### src/rtl/exu_issue_buf_pkg.sv
// Shared widths, ALU function codes and the issue-entry layout for the execute-stage issue buffer.
package exu_issue_buf_pkg;

    localparam int ISA_WIDTH      = 32;
    localparam int ALU_FUNC_WIDTH = 4;
    localparam int REG_ADDR_WIDTH = 5;

    typedef enum logic [ALU_FUNC_WIDTH-1:0] {
        ADD_S  = 4'd0,
        SUB_S  = 4'd1,
        AND_S  = 4'd2,
        OR_S   = 4'd3,
        XOR_S  = 4'd4,
        SLL_S  = 4'd5,
        SRL_S  = 4'd6,
        SRA_S  = 4'd7,
        SLT_S  = 4'd8,
        SLTU_S = 4'd9
    } alu_func_e;

    typedef struct packed {
        logic [ISA_WIDTH-1:0]      a;
        logic [ISA_WIDTH-1:0]      b;
        logic [ALU_FUNC_WIDTH-1:0] func;
        logic [REG_ADDR_WIDTH-1:0] rd;
    } issue_entry_t;

    localparam int ENTRY_WIDTH = $bits(issue_entry_t);

    function automatic bit is_pow2(input int v);
        return (v >= 2) && ((v & (v - 1)) == 0);
    endfunction

endpackage

### src/rtl/exu_issue_buf_fifo.sv
// Register-based synchronous FIFO with wrap-bit pointers; the head entry is read straight from storage.
module exu_issue_buf_fifo #(
    parameter int DEPTH    = 2,
    parameter int DATA_LEN = 8
) (
    input  logic                clk,
    input  logic                rst,
    input  logic                push,
    input  logic                pop,
    input  logic [DATA_LEN-1:0] wdata,
    output logic [DATA_LEN-1:0] rdata,
    output logic                full,
    output logic                empty
);

    localparam int IDX_W = $clog2(DEPTH);
    localparam int PTR_W = IDX_W + 1;

    logic [DATA_LEN-1:0] mem [DEPTH];
    logic [PTR_W-1:0]    wr_ptr;
    logic [PTR_W-1:0]    rd_ptr;
    logic                push_ok;
    logic                pop_ok;

    assign empty   = (wr_ptr == rd_ptr);
    assign full    = (wr_ptr[IDX_W-1:0] == rd_ptr[IDX_W-1:0]) && (wr_ptr[IDX_W] != rd_ptr[IDX_W]);
    assign push_ok = push && !full;
    assign pop_ok  = pop && !empty;
    assign rdata   = mem[rd_ptr[IDX_W-1:0]];

    // Power-of-two depth lets the index roll over naturally while the top bit toggles.
    always_ff @(posedge clk) begin
        if (rst) begin
            wr_ptr <= '0;
            rd_ptr <= '0;
            for (int i = 0; i < DEPTH; i++) begin
                mem[i] <= '0;
            end
        end else begin
            if (push_ok) begin
                mem[wr_ptr[IDX_W-1:0]] <= wdata;
                wr_ptr                 <= wr_ptr + PTR_W'(1);
            end
            if (pop_ok) begin
                rd_ptr <= rd_ptr + PTR_W'(1);
            end
        end
    end

endmodule

### src/rtl/exu_issue_buf.sv
// Issue buffer between decoder and ALU; queues {a, b, func, rd} and returns ALU results to writeback.
// Optional output register after the ALU is enabled by defining EXU_ISSUE_RESULT_REG_EN.
module exu_issue_buf
    import exu_issue_buf_pkg::*;
#(
    parameter int DEPTH = 2
) (
    input  logic                      clk,
    input  logic                      rst,
    input  logic                      in_valid,
    output logic                      in_ready,
    input  logic [ISA_WIDTH-1:0]      in_a,
    input  logic [ISA_WIDTH-1:0]      in_b,
    input  logic [ALU_FUNC_WIDTH-1:0] in_func,
    input  logic [REG_ADDR_WIDTH-1:0] in_rd,
    output logic [ISA_WIDTH-1:0]      alu_a,
    output logic [ISA_WIDTH-1:0]      alu_b,
    output logic [ALU_FUNC_WIDTH-1:0] alu_func,
    input  logic [ISA_WIDTH-1:0]      alu_result,
    output logic                      out_valid,
    input  logic                      out_ready,
    output logic [ISA_WIDTH-1:0]      out_result,
    output logic [REG_ADDR_WIDTH-1:0] out_rd
);

    if (!is_pow2(DEPTH)) begin : g_bad_depth
        $error("exu_issue_buf: DEPTH must be a power of two and at least 2");
    end

    issue_entry_t in_entry;
    issue_entry_t head;
    logic         fifo_full;
    logic         fifo_empty;
    logic         push;
    logic         fifo_pop;

    assign in_entry = '{a: in_a, b: in_b, func: in_func, rd: in_rd};
    assign in_ready = !fifo_full;
    assign push     = in_valid && in_ready;

    exu_issue_buf_fifo #(
        .DEPTH    (DEPTH),
        .DATA_LEN (ENTRY_WIDTH)
    ) u_fifo (
        .clk   (clk),
        .rst   (rst),
        .push  (push),
        .pop   (fifo_pop),
        .wdata (in_entry),
        .rdata (head),
        .full  (fifo_full),
        .empty (fifo_empty)
    );

    // The ALU always sees the head entry, stale or not; out_valid qualifies it.
    assign alu_a    = head.a;
    assign alu_b    = head.b;
    assign alu_func = head.func;

`ifdef EXU_ISSUE_RESULT_REG_EN
    logic                      res_valid;
    logic [ISA_WIDTH-1:0]      res_result;
    logic [REG_ADDR_WIDTH-1:0] res_rd;

    // Refill the result register whenever it is empty or draining this cycle.
    assign fifo_pop = !fifo_empty && (!res_valid || out_ready);

    always_ff @(posedge clk) begin
        if (rst) begin
            res_valid  <= 1'b0;
            res_result <= '0;
            res_rd     <= '0;
        end else if (fifo_pop) begin
            res_valid  <= 1'b1;
            res_result <= alu_result;
            res_rd     <= head.rd;
        end else if (out_ready) begin
            res_valid  <= 1'b0;
        end
    end

    assign out_valid  = res_valid;
    assign out_result = res_result;
    assign out_rd     = res_rd;
`else
    assign out_valid  = !fifo_empty;
    assign out_result = alu_result;
    assign out_rd     = head.rd;
    assign fifo_pop   = out_valid && out_ready;
`endif

endmodule

### config.mk
export PLATFORM = sky130hd
export DESIGN_NAME = exu_issue_buf
export DESIGN_NICKNAME = d
export VERILOG_FILES = /design/src/rtl/exu_issue_buf_pkg.sv /design/src/rtl/exu_issue_buf_fifo.sv /design/src/rtl/exu_issue_buf.sv
export SDC_FILE = /design/constraint.sdc
export NUM_CORES = 1
export LEC_CHECK = 0
export BUFFER_PORTS_ARGS = -buffer_cell sky130_fd_sc_hd__buf_2
export CAP_MARGIN = 30
export CORE_UTILIZATION = 40
export DETAILED_ROUTE_END_ITERATION = 8
export MAX_ROUTING_LAYER = met4
export PLACE_DENSITY = 0.67
export SLEW_MARGIN = 10
export SYNTH_ARGS = -nofsm -noshare
export SYNTH_HDL_FRONTEND = slang
export SYNTH_HIERARCHICAL = 1
export SYNTH_SLANG_ARGS = --single-unit
### constraint.sdc
create_clock -name clk -period 4.4 [get_ports clk]
set_clock_uncertainty 0.2 [all_clocks]
set_input_delay 1.32 -clock clk [delete_from_list [all_inputs] [get_ports clk]]
set_output_delay 1.32 -clock clk [all_outputs]
set_load 0.02 [all_outputs]
* After elaboration in Yosys (flattened, before gate mapping)
Memory sizes are Yosys's and may differ from the RTL's. A register that Yosys moved wholly into a read port is not among the register bits. Index checks and enable logic that the tools add are counted. W data, S select, Z words.
Operators by class: add/sub/neg operators 2, eq/ne operators 3, multiplexer cells 10, reduce and logical (&&, ||, !) cells 8
Operator list (count):
- $mux W73 | 1
- $reduce_or A73 Y1 | 1
- $mux W1 | 9
- $logic_and A1 B1 Y1 | 5
- $add A2 B1 Y2 const B | 2
- $eq A2 B2 Y1 | 1
- $logic_not A1 Y1 | 2
- $eq A1 B1 Y1 | 1
- $ne A1 B1 Y1 | 1
Word-level totals: bits in registers 4, memory bits (writable) 146, output and inout port bits 107, memories kept 1
Memory list:
- u_fifo.mem | words 2, bits a word 73, read ports 1, clocked after memory_dff 1, write ports 2, RTL line exu_issue_buf_fifo.sv:19 | logic [DATA_LEN-1:0] mem [DEPTH];

* Depth between registers and ports, before layout
word-level depth 10, mapped depth 8, mapped depth without buffers 6

* Cells and area by module
The synthesis kept the hierarchy.
By module, submodules not included:
- exu_issue_buf_fifo | instances 1, cells each 502, area an instance 6700.2 um^2, seq. area each 4484.3 um^2
- exu_issue_buf | instances 1, cells each 36, area an instance 260.2 um^2, seq. area each 0.0 um^2

* Least setup slack after synthesis
No wires, ideal clock.
kind input port to flip-flop, from input in_valid, to memory u_fifo/mem[1][0] (netlist bit), enable pin, library setup time 443 ps, arrival time 3676 ps, data required time 3757 ps, slack 80 ps, stages on the path 5, cells stage by stage nor2b_1 nand2_1 o21bai_1 buf_4 nand2b_1
RTL lines:
- from (decl) | RTL line exu_issue_buf.sv:10 | input logic in_valid,
- to (decl) | RTL line exu_issue_buf_fifo.sv:19

==> out/qor.log <==
INFO  synthesis      synth.cell_area=6960um^2
INFO  worst_setup_path arrival_time_of_the_worst_setup_path=2.00ns
INFO  run_status     outcome=finished, final reports clean
INFO  synthesis      synth_largest_area_cell=sky130_fd_sc_hd__edfxtp_1
INFO  cts            clock-root-buffer=sky130_fd_sc_hd__clkbuf_16
INFO  floorplan      placeableCoreArea=16760um^2
INFO  worst_setup_path cp.required=2.88ns
INFO  worst_setup_path critical-path-top-delay-family=flip-flops
INFO  synthesis      most_instantiated_library_cell_after_synthesis=sky130_fd_sc_hd__nor2_1
INFO  pwr            power.leakage=3.363nW
INFO  pwr            power.ir.vdd_worst=289.3uV
INFO  cts            numClockSinks=151
INFO  synthesis      synth_compound_gate_area_share=0.007909
INFO  synthesis      synth.yosys.seq_area_share=0.6443
INFO  cells_and_area design.final.nets=759
INFO  worst_setup_path crit_start_category=flop
INFO  job            max-cap-violations=0
INFO  detailed_routing via_per_inst=4.827
INFO  synthesis      combinational_family_with_the_most_area_after_synthesis=simple AND/OR/NAND/NOR gates
INFO  worst_setup_path critPathCaptureType=output pin
INFO  global_route   track_usage=0.1743
INFO  synthesis      post_synth_and_or_nand_nor_area_fraction=0.1548
INFO  cells_and_area post-route-cell-area=8283um^2
INFO  worst_setup_path critPathMaxStageDelay=0.68ns
INFO  global_route   grt.met1_usage=0.2080
INFO  global_route   busiest_layer=met2
INFO  sta            worstMarginPinSlew=0.8348ns
INFO  cells_and_area final_cell_utilization_of_the_core=0.4942
INFO  sta            fin_crit_sh=0.7998
INFO  worst_setup_path critical_path.max_fanout=39
INFO  cts            cts.htree.levels=4
INFO  synthesis      ys.warnings.count=6
INFO  detailed_routing wire_per_inst=16.90um
INFO  global_route   pin_count_of_the_biggest_net_entering_global_routing=74
INFO  sta            slew_violations=0
INFO  synthesis      post_synth_xor_area_fraction=0.003595
INFO  worst_setup_path r2r_start=u_fifo/rd_ptr[1]
INFO  worst_hold_path min-delay-start=u_fifo/wr_ptr[1]
INFO  synthesis      netlist.area_leader.share=0.6299
INFO  detailed_routing drt.antenna.violating_nets=0
INFO  global_route   grt_pass1_vias=4330
INFO  worst_setup_path critical_path.cell_chain=buf_12 > mux2_2 > buf_2
INFO  cts            cts-hold-fix-buffers=0
INFO  synthesis      mux_contribution_to_synthesized_area=0.1231
INFO  detailed_routing num_vias=4262
INFO  synthesis      cells_after_synth=538
INFO  global_route   antenna_found_initial=0
INFO  detailed_routing route.detailed.drc=0
INFO  synthesis      post_synth_fa_ha_maj_area_fraction=0
INFO  synthesis      synth-async-reset-ratio=0
INFO  synthesis      ys_dominant_reg_cell=sky130_fd_sc_hd__edfxtp_1
INFO  cts            cts_resized=0
INFO  synthesis      post_synth_most_frequent_cells=sky130_fd_sc_hd__nor2_1, sky130_fd_sc_hd__edfxtp_1, sky130_fd_sc_hd__nand2b_1, sky130_fd_sc_hd__mux2_2, sky130_fd_sc_hd__buf_4
INFO  worst_setup_path worstSetupPathType=flop to output pin
INFO  global_route   grt_remaining_overflow=0
INFO  floorplan      die_x=133.9um
INFO  cts            post_cts.repair.setup_buffers=0
INFO  synthesis      synth_edf_count=146
INFO  floorplan      row_count=47
INFO  placement      hpwlAfterDp=9322um
INFO  worst_setup_path cp_num_buf_inv=2
INFO  synthesis      synth.net_count=647
INFO  sta            worst_hold_slack=0.3857ns
INFO  sta            final_hold_viol_count=0
INFO  pwr            power-per-cell-area=532.3nW/um^2
INFO  cts            cts-buffers-inserted=17
INFO  synthesis      ys_types=23
INFO  synthesis      synth_seq_cells=151
INFO  cells_and_area n_antenna_cell=0
INFO  worst_setup_path crit_path_top_delay_cell=sky130_fd_sc_hd__dfxtp_4
INFO  floorplan      io-pin-count=216
INFO  detailed_routing drt-initial-drc-count=267
INFO  sta            final.setup.tns=0ns
INFO  placement      portBuffers=151
INFO  cts            insertion_delay=0.42ns
INFO  global_route   grt_pass1_wl=22590um
INFO  worst_hold_path holdCritPathClass=flop to flop
INFO  floorplan      start_util=0.4153
INFO  synthesis      synth_area_per_inst=12.94um^2
INFO  cells_and_area final_layout_size_suffix_gt1_frac=0.4012
INFO  global_route   global_route.usage.met3=0.04271
INFO  sta            minimum_clock_period=3.519ns
INFO  sta            setup_viol=0
INFO  floorplan      die_h=133.9um
INFO  cells_and_area area.growth.synth_to_final=19.00%
INFO  placement      global_placement_routability_congestion=0.7775
INFO  synthesis      synthTopCellsByArea=sky130_fd_sc_hd__edfxtp_1, sky130_fd_sc_hd__mux2_2, sky130_fd_sc_hd__nor2_1
INFO  detailed_routing wirelength=14920um
INFO  floorplan      design.die.area=17930um^2
INFO  placement      placedInstanceArea=7669um^2
INFO  sta            grt_setup_unrepaired=false
INFO  sta            highest_clock_rate=284.2MHz
INFO  cts            path_clk_slew=0.06ns
INFO  sta            max-slew-margin-rel=0.4434
INFO  cts            cts_buffer_depth=2
INFO  cts            clock_tree_from_tritoncts=done
INFO  detailed_routing dr.pass1.iters=5
INFO  global_route   grt_util_met2=0.2827
-- per-stage QoR --
| step | total power [W] | setup WS (ns) | std cells |
|---|---|---|---|
| global placement | 0.002935 | 1.047 | 851 |
| floorplan | 0.002671 | 0.08031 | 538 |
| detailed placement | 0.002959 | 1.026 | 851 |
| CTS | 0.004468 | 0.8340 | 883 |
| global route | 0.004595 | 0.7873 | 883 |
| finish | 0.004409 | 0.8811 | 883 |
-- worst paths after layout --
check | cells after the start | endpoint | slack [ns]
worst max-delay path | 3 | alu_b[12] | 0.88
worst min-delay path | 2 | u_fifo/rd_ptr[1] | 0.39
worst max register to register | 7 | u_fifo/mem[0][66] | 1.53
worst min register to register | 2 | u_fifo/rd_ptr[1] | 0.39
-- worst register-to-register path: stages, from the launching register on --
cell and delay (ns):
sky130_fd_sc_hd__dfxtp_1 0.36, sky130_fd_sc_hd__xnor2_2 0.42, sky130_fd_sc_hd__nor2_1 0.12, sky130_fd_sc_hd__nor2b_1 0.28, sky130_fd_sc_hd__nor2b_1 0.28, sky130_fd_sc_hd__o21ai_4 0.10, sky130_fd_sc_hd__nand2b_4 0.43, sky130_fd_sc_hd__buf_12 0.35
-- registers in the layout, indices dropped and copies added, names as in the netlist, named ones only --
register / cells
u_fifo/mem: 146
u_fifo/rd_ptr: 2
u_fifo/wr_ptr: 2
-- cell usage in the layout (no fill, tap or decap) --
cell and instances:
sky130_fd_sc_hd__buf_2 151, sky130_fd_sc_hd__nor2_1 150, sky130_fd_sc_hd__edfxtp_1 146, sky130_fd_sc_hd__mux2_2 73, sky130_fd_sc_hd__nand2b_1 73, sky130_fd_sc_hd__clkbuf_16 17
sky130_fd_sc_hd__inv_1 4, sky130_fd_sc_hd__nor2b_1 4, sky130_fd_sc_hd__bufinv_16 4, sky130_fd_sc_hd__dfxtp_1 4, sky130_fd_sc_hd__clkinvlp_4 3, sky130_fd_sc_hd__clkinv_4 3
sky130_fd_sc_hd__clkbuf_1 3, sky130_fd_sc_hd__a21oi_1 3, sky130_fd_sc_hd__buf_12 3, sky130_fd_sc_hd__buf_4 3, sky130_fd_sc_hd__nand2b_4 2, sky130_fd_sc_hd__nand2_1 2
sky130_fd_sc_hd__o21a_1 2, sky130_fd_sc_hd__mux2i_1 2, sky130_fd_sc_hd__clkinv_1 1, sky130_fd_sc_hd__clkinv_2 1, sky130_fd_sc_hd__xor2_1 1, sky130_fd_sc_hd__xnor2_2 1
sky130_fd_sc_hd__o21ai_4 1, sky130_fd_sc_hd__o21bai_4 1, sky130_fd_sc_hd__mux2_4 1, sky130_fd_sc_hd__a211oi_2 1, sky130_fd_sc_hd__or3_1 1, sky130_fd_sc_hd__nand4_1 1
sky130_fd_sc_hd__dfxtp_4 1
-- per-layer routing --
| metal | part of all wire | wire length [um] | vias up |
|---|---|---|---|
| met2 | 0.50 | 7472 | 154 |
| li1 | - | - | 2036 |
| met3 | 0.061 | 908 | 25 |
| met5 | 0 | 0 | - |
| met1 | 0.42 | 6293 | 2047 |
| met4 | 0.016 | 246 | 0 |
-- kinds of logic after synthesis --
group	Yosys count
AO/OA/AOI/OAI	8
XOR/XNOR	2
buffers and inverters	68
flip-flops	151
multiplexers	76
AND/OR/NAND/NOR	233
-- power breakdown --
group	switching [W]	total, W	leakage (nW)	internal (W)
Clock	0.000550	0.00150	0.288	0.000948
Sequential	0.0000828	0.00189	1.59	0.00180
Combinational	0.000630	0.00102	1.48	0.000395
-- layout make-up --
type,count,area [um^2]
tap,220,275.3
clock inverter,12,177.7
inverter,4,15.01
multi-input combinational,319,2052
sequential,151,4488
timing repair buffer,157,838.3
fill,1501,8477
clock buffer,20,436.7
Note: power is estimated with default switching activity, not from simulation.
